<file path="config.mk">
export PLATFORM = sky130hd
export DESIGN_NAME = machine_anode_scan_flat
export DESIGN_NICKNAME = d
export VERILOG_FILES = /design/src/rtl/machine_anode_scan_if.sv /design/src/rtl/machine_anode_scan.sv /design/src/flat_wrapper.sv
export SDC_FILE = /design/constraint.sdc
export NUM_CORES = 1
export LEC_CHECK = 0
export ABC_AREA = 1
export CAP_MARGIN = 0
export CORE_ASPECT_RATIO = 1.5
export CORE_MARGIN = 1
export CORE_UTILIZATION = 40
export DETAILED_ROUTE_END_ITERATION = 7
export PLACE_DENSITY = 0.67
export SYNTH_ARGS = -nofsm -noshare
export SYNTH_HDL_FRONTEND = slang
export SYNTH_SLANG_ARGS = --single-unit
</file>
<file path="constraint.sdc">
create_clock -name system1000 -period 2.45 [get_ports system1000]
set_input_delay 0.49 -clock system1000 [delete_from_list [all_inputs] [get_ports system1000]]
set_output_delay 0.49 -clock system1000 [all_outputs]
set_load 0.005 [all_outputs]
</file>
<file path="src/rtl/machine_anode_scan_if.sv">
// Display-side bus of machine_anode_scan: shadow load and enable inputs, plus the
// registered anode/segment drive.
interface machine_anode_scan_if;
    logic [15:0] value;
    logic        load;
    logic [3:0]  dp;
    logic        enable;
    logic [3:0]  ds;
    logic [6:0]  seg;
    logic        dp_n;
    logic [1:0]  digit;
    logic        tick;

    modport master (
        output value, load, dp, enable,
        input  ds, seg, dp_n, digit, tick
    );

    modport slave (
        input  value, load, dp, enable,
        output ds, seg, dp_n, digit, tick
    );
endinterface

</file>
<file path="src/rtl/machine_anode_scan.sv">
// 4-digit common-anode seven-segment scan driver with active-low strobes and segments.
// Optional ANODE_SCAN_DEADTIME_EN blanks the anode for the first cycle of every slot.
module machine_anode_scan #(
    parameter int unsigned DIV = 50000
) (
    input logic                 system1000,
    input logic                 system1000_rstn,
    machine_anode_scan_if.slave bus
);

    localparam logic [15:0] PreMax = 16'(DIV - 1);

    logic [15:0] pre_q, pre_d;
    logic [1:0]  digit_q, digit_d;
    logic [15:0] shadow_q, shadow_d;
    logic [3:0]  dp_sh_q, dp_sh_d;
    logic        run_q;
    logic        tick_q, tick_d;
    logic [3:0]  ds_q, ds_d;
    logic [6:0]  seg_q, seg_d;
    logic        dp_n_q, dp_n_d;

    function automatic logic [6:0] font(input logic [3:0] nib);
        logic [6:0] s;
        unique case (nib)
            4'h0: s = 7'b1000000;
            4'h1: s = 7'b1111001;
            4'h2: s = 7'b0100100;
            4'h3: s = 7'b0110000;
            4'h4: s = 7'b0011001;
            4'h5: s = 7'b0010010;
            4'h6: s = 7'b0000010;
            4'h7: s = 7'b1111000;
            4'h8: s = 7'b0000000;
            4'h9: s = 7'b0010000;
            4'hA: s = 7'b0001000;
            4'hB: s = 7'b0000011;
            4'hC: s = 7'b1000110;
            4'hD: s = 7'b0100001;
            4'hE: s = 7'b0000110;
            4'hF: s = 7'b0001110;
        endcase
        return s;
    endfunction

    always_ff @(posedge system1000) begin
        if (!system1000_rstn) begin
            pre_q    <= '0;
            digit_q  <= '0;
            shadow_q <= '0;
            dp_sh_q  <= '0;
            run_q    <= 1'b0;
            tick_q   <= 1'b0;
            ds_q     <= 4'hF;
            seg_q    <= 7'h7F;
            dp_n_q   <= 1'b1;
        end else begin
            pre_q    <= pre_d;
            digit_q  <= digit_d;
            shadow_q <= shadow_d;
            dp_sh_q  <= dp_sh_d;
            run_q    <= bus.enable;
            tick_q   <= tick_d;
            ds_q     <= ds_d;
            seg_q    <= seg_d;
            dp_n_q   <= dp_n_d;
        end
    end

    always_comb begin
        pre_d    = pre_q;
        digit_d  = digit_q;
        tick_d   = 1'b0;
        shadow_d = bus.load ? bus.value : shadow_q;
        dp_sh_d  = bus.load ? bus.dp : dp_sh_q;
        // The first enabled edge opens a fresh slot at pre=0 so it lasts a full DIV cycles.
        if (!bus.enable || !run_q) begin
            pre_d = '0;
        end else if (pre_q == PreMax) begin
            pre_d   = '0;
            digit_d = digit_q + 2'd1;
            tick_d  = 1'b1;
        end else begin
            pre_d = pre_q + 16'd1;
        end
    end

    always_comb begin
        ds_d   = 4'hF;
        seg_d  = 7'h7F;
        dp_n_d = 1'b1;
        if (bus.enable) begin
            ds_d   = ~(4'b0001 << digit_d);
            seg_d  = font(shadow_d[{digit_d, 2'b00} +: 4]);
            dp_n_d = ~dp_sh_d[digit_d];
`ifdef ANODE_SCAN_DEADTIME_EN
            if (pre_d == '0) begin
                ds_d = 4'hF;
            end
`endif
        end
    end

    assign bus.ds    = ds_q;
    assign bus.seg   = seg_q;
    assign bus.dp_n  = dp_n_q;
    assign bus.digit = digit_q;
    assign bus.tick  = tick_q;

endmodule

</file>
<file path="src/flat_wrapper.sv">
// flat-port wrapper written by rule: the top's interface ports become plain ports
module machine_anode_scan_flat 
#(
    parameter int unsigned DIV = 50000
)
  (system1000, system1000_rstn, bus_value, bus_load, bus_dp, bus_enable, bus_ds, bus_seg, bus_dp_n, bus_digit, bus_tick);
  machine_anode_scan_if bus_i ();
  input logic system1000;
  input logic system1000_rstn;
  input wire logic [$bits(bus_i.value)-1:0] bus_value;
  input wire logic [$bits(bus_i.load)-1:0] bus_load;
  input wire logic [$bits(bus_i.dp)-1:0] bus_dp;
  input wire logic [$bits(bus_i.enable)-1:0] bus_enable;
  output wire logic [$bits(bus_i.ds)-1:0] bus_ds;
  output wire logic [$bits(bus_i.seg)-1:0] bus_seg;
  output wire logic [$bits(bus_i.dp_n)-1:0] bus_dp_n;
  output wire logic [$bits(bus_i.digit)-1:0] bus_digit;
  output wire logic [$bits(bus_i.tick)-1:0] bus_tick;
  assign bus_i.value = bus_value;
  assign bus_i.load = bus_load;
  assign bus_i.dp = bus_dp;
  assign bus_i.enable = bus_enable;
  assign bus_ds = bus_i.ds;
  assign bus_seg = bus_i.seg;
  assign bus_dp_n = bus_i.dp_n;
  assign bus_digit = bus_i.digit;
  assign bus_tick = bus_i.tick;
  machine_anode_scan #(.DIV(DIV)) u_core (.system1000(system1000), .system1000_rstn(system1000_rstn), .bus(bus_i));
endmodule
</file>
# [Word-level counts from Yosys, hierarchy flattened]
# Memory sizes are Yosys's and may differ from the RTL's. A register that Yosys moved wholly into a read port is not among the register bits.
# Cells that the tools add are included.
[op_classes] add_sub_neg=2 magnitude_cmp=1 eq_ne=1 shifts=2 muxes=7 bitwise_logic=3 n_reduce_logical=7
[ops] op="16-bit by 1-bit adder with 16-bit output (second input constant)" count=1
[ops] op="16-bit equality test (second input constant)" count=1
[ops] op="16-bit two-way mux" count=1
[ops] op="16-bit by 5-bit variable part select with 4-bit output" count=1
[ops] op="2-bit two-way mux" count=2
[ops] op="4-bit two-way mux" count=1
[ops] op="4-bit NOT" count=1
[ops] op="1-bit by 2-bit left shift with 4-bit output (first input constant)" count=1
[ops] op="1-bit zero test" count=3
[ops] op="2-bit by 3-bit < comparator with 1-bit output (second input constant)" count=1
[ops] op="3-bit OR reduction" count=1
[ops] op="2-bit by 1-bit adder with 2-bit output (second input constant)" count=1
[ops] op="1-bit binary-select mux with 2-bit select" count=1
[ops] op="1-bit two-way mux" count=2
[ops] op="1-bit NOT" count=2
[ops] op="2-bit AND reduction" count=1
[ops] op="2-bit OR reduction" count=1
[ops] op="1-bit logical OR" count=1
[totals] reg_bits=45 romBits=112 out_inout_bits=15 elab_cells=32 memories=1
[memory_table] memory="(no name shown)" words=16 word_bits=7 read_ports=1 rd_clocked_by_memory_dff=1 write_ports=0 line="machine_anode_scan.sv:25" source="unique case (nib)"

# [Depth between registers and ports, before layout]
[logic_depth] ltp_word=6 ltp_mapped=19 depth_no_buf=18

# [Worst setup path after synthesis]
# Ideal clock, no wire load.
[synth_timing] kind="register to register" startpoint="register u_core.pre_q[0]" endpoint="register u_core.seg_q[0], in the netlist u_core.bus.seg[0]" setup_ns=0.129 arrival_time_ns=2.045 setup_slack_ns=0.275 stages_incl_launch_ff=17 synth_period_minus_slack_ns=2.175 path_cell_list="dfxtp_1 > ha_1 > nand3_2 > nor2_4 > nand3_4 > nand2_8 > nand2_4 > buf_6 > nand3b_1 > nand2_2 > nor2_4 > inv_1 > ha_1 > inv_1 > nand3_1 > nand3_1 > nand3_1"
[synth_between] elab_chain_cells=4
[synth_rtl] item="start, declared" line="machine_anode_scan.sv:13" source="logic [15:0] pre_q, pre_d;"
[synth_rtl] item="start signal, assigned" line="machine_anode_scan.sv:58" source="pre_q <= pre_d;"
[synth_rtl] item="16-bit equality test" line="machine_anode_scan.sv:79" source="end else if (pre_q == PreMax) begin"
[synth_rtl] item="2-bit two-way mux" line="machine_anode_scan.sv:79"
[synth_rtl] item="2-bit two-way mux" line="machine_anode_scan.sv:77" source="if (!bus.enable || !run_q) begin"
[synth_rtl] item="16-bit by 5-bit variable part select with 4-bit output" line="machine_anode_scan.sv:94" source="seg_d = font(shadow_d[{digit_d, 2'b00} +: 4]);"
[synth_rtl] item="end, declared" line="machine_anode_scan.sv:20" source="logic [6:0] seg_q, seg_d;"
# No other way between the ends.
# A chain may end at the register's enable or synchronous reset.

# [Worst setup path in the final report]
# Ends and elaborated chain as after synthesis.

==> results.yml <==
critical_path:
  endpoint_kind: "register"
  crit-reg2reg-launch: "u_core.pre_q[0]"
  reg2reg_depth: 15
  arrival_ps: 2420
  path_class: "reg2reg"
  slowest_stage: "dfxtp_1"
  crit_family: "simple AND/OR/NAND/NOR gates"
  cp-start-kind: "register"
  cpMostUsedCell: "nand3_1"
  cp_data_required_time_ps: 2650
  cp_max_fo: 7
  crit_cells: 15
  crit_buf_inv: 2
  crit_start: "u_core.pre_q[0]"
  critPathMaxStageDelay_ps: 360
  crit_chain: "ha_1 -> nand3_2 -> nor2_4 -> nand3_4 -> nand2_8 -> nand2_4 -> nand3b_1 -> nand2_2 -> nor2_4 -> inv_1 -> ha_1 -> inv_1 -> nand3_1 -> nand3_1 -> nand3_1"
sta:
  layout_worst_path_cycle_share_pct: 90.6
  period_minus_slack_ps: 2220
  finalMaxSlewViolations: 0
  max_slew_margin_pct: 61.5
  clock_skew_ps: 4.25
  setup_viol: 0
  finalHoldViolCount: 0
  worstMarginPinSlew_ps: 572
  rsz0062_at_grt: "false"
  fmax_mhz: 450
detailed_routing:
  drc: 0
  wire_per_inst_um: 10.8
  drt-total-wl_um: 5230
  num_vias: 2302
  vias_per_cell: 4.75
  drtAntennaViolNets: 0
  drt_iter0_drc: 49
  first_pass_iters: 4
clock_tree:
  root_buffer: "clkbuf_8"
  clkSinkCount: 52
  cts_max_level: 2
  cts_made_buffers: 5
  path_clk_slew_ps: 90
  clockBufferDepth: 2
  clk_latency_ps: 300
  cts_tree: "done"
synth:
  synthTopCellsByArea: "dfxtp_1 (40%), nand2_1 (11%), nor2_1 (6.7%), inv_1 (6.1%), nand3_1 (5.4%)"
  syn_inst: 345
  synth_edf_count: 0
  synth_top_flop_cell: "dfxtp_1"
  ys_seq_area_share_pct: 40.2
  ys_ff_latch: 52
  synth_top_area_share_pct: 40.2
  syn_avg_cell_area_um2: 7.50
  yosys.area.top_type: "dfxtp_1"
  synthArstFlopShare_pct: 0
  ys_types: 34
  synth_commonest_cells: "nand2_1 (73), dfxtp_1 (52), nor2_1 (46)"
  yosysMostFrequentCell: "nand2_1"
  synthesis.nets: 376
  synthesis.area_um2: 2590
  yosysWarnings: 0
place:
  dp_hpwl_um: 4140
  portBuffers: 38
  gp_congestion: 0.807
  placed_cells: 476
layout:
  area_growth_pct: 30.0
  diodes: 0
  fillers: 598
  stdcell_count: 485
  drive_gt1_share_pct: 18.0
  layout.nets: 441
  utilization_pct: 54.5
grt:
  grt_max_degree: 24
  grt_usage_pct: 17.1
  grt_pass1_vias: 2225
  antenna_found_initial: 0
  grt_pass1_wl_um: 9030
  globalRouteOverflowTotal: 0
power:
  power_density_nw_per_um2: 485
  peakVddDrop_v: 0.000265
  p_total_mw: 1.63
  leakage_nw: 1.51
run_status:
  status: "finished clean"
floorplanning:
  die_area_um2: 6800
  dieWidth_um: 67.7
  start_util_pct: 41.9
  placeableCoreArea_um2: 6170
  num_rows: 35
  die_h_um: 101
  ioPinCount: 39
hold_path:
  min-delay-start: "u_core.pre_q[0]"
  hold_depth: 1
  hold_path.class: "reg2reg"
job:
  drv_cap: 0
[worst paths after layout]
check,slack (ps),end
setup / recovery,230,u_core.bus.seg[0]
hold / removal,450,u_core.pre_q[0]
setup reg to reg,230,u_core.bus.seg[0]
hold reg to reg,450,u_core.pre_q[0]
[sequential cells by signal, summed over array words and instances (netlist names)]
register / flops
u_core.pre_q: 16
u_core.bus.digit: 2
u_core.shadow_q: 16
u_core.run_q: 1
u_core.bus.ds: 4
u_core.bus.seg: 7
u_core.dp_sh_q: 4
u_core.bus.tick: 1
u_core.bus.dp_n: 1
[layout make-up]
| cell class | count | area, um^2 | share of cell area [%] |
|---|---|---|---|
| Clock buffer | 6 | 82.6 | 2.45 |
| Multi-Input combinational cell | 239 | 1350 | 40.0 |
| Sequential cell | 52 | 1040 | 30.9 |
| Clock inverter | 2 | 10.0 | 0.298 |
| Timing Repair Buffer | 66 | 618 | 18.4 |
| Tap cell | 74 | 92.6 | 2.75 |
| Inverter | 46 | 174 | 5.17 |
[logic make-up after synthesis]
kind of cell               Yosys count  share of synthesized area (%)
and+or+nand+nor                    191                           37.3
buffers and inverters               54                           8.41
DFF                                 52                           40.2
AOI/OAI and AO/OA                   27                           5.37
muxes                               11                           4.26
adders and majority gates            7                           3.38
xor gates and xnor gates             3                           1.02
[report_power, final]
group          internal [mW]  switching [mW]
Sequential             0.877         0.00777
Clock                  0.226           0.278
Combinational          0.126           0.119
Total                   1.23           0.404
[per-stage QoR]
stage / hold slack [ps] / TNS, ps / instance area, um^2 / worst slack [ps]
2_1_floorplan: 418 / 0 / 2590 / 275
3_3_place_gp: 432 / -709 / 3240 / -133
3_5_place_dp: 438 / -827 / 3240 / -161
4_1_cts: 455 / 0 / 3340 / 149
5_1_grt: 470 / 0 / 3360 / 7.54
6_report: 454 / 0 / 3360 / 229
[layout by cell type (no fill, tap or decap), drive strengths merged]
master / n
nor3b: 1
nand3: 33
a21oi: 9
clkinv: 3
nand4: 4
nand2: 87
or2: 1
ha: 7
o21a: 1
nor4: 4
clkdlybuf4s50: 37
clkbuf: 6
inv: 45
a31oi: 1
nor3: 4
xor2: 3
buf: 28
dfxtp: 52
mux2i: 11
dlymetal6s2s: 1
nor2: 53
nand3b: 4
o21ai: 16
[routing by layer]
| metal | wire length (um) | part of all wire, % | global-route usage (%) |
|---|---|---|---|
| met4 | 95 | 1.8 | 5.89 |
| met1 | 2240 | 43 | 18.4 |
| met3 | 153 | 2.9 | 3.62 |
| met5 | 0 | 0 | 0 |
| met2 | 2740 | 52 | 31.6 |
[timing repair]
item / CTS / global route
resized for setup: 0 / 7
hold buffers: 0 / 0
buffers inserted: 0 / 1
endpoints found under the setup margin: 0 / 6
Note: power is estimated with default switching activity, not from simulation.
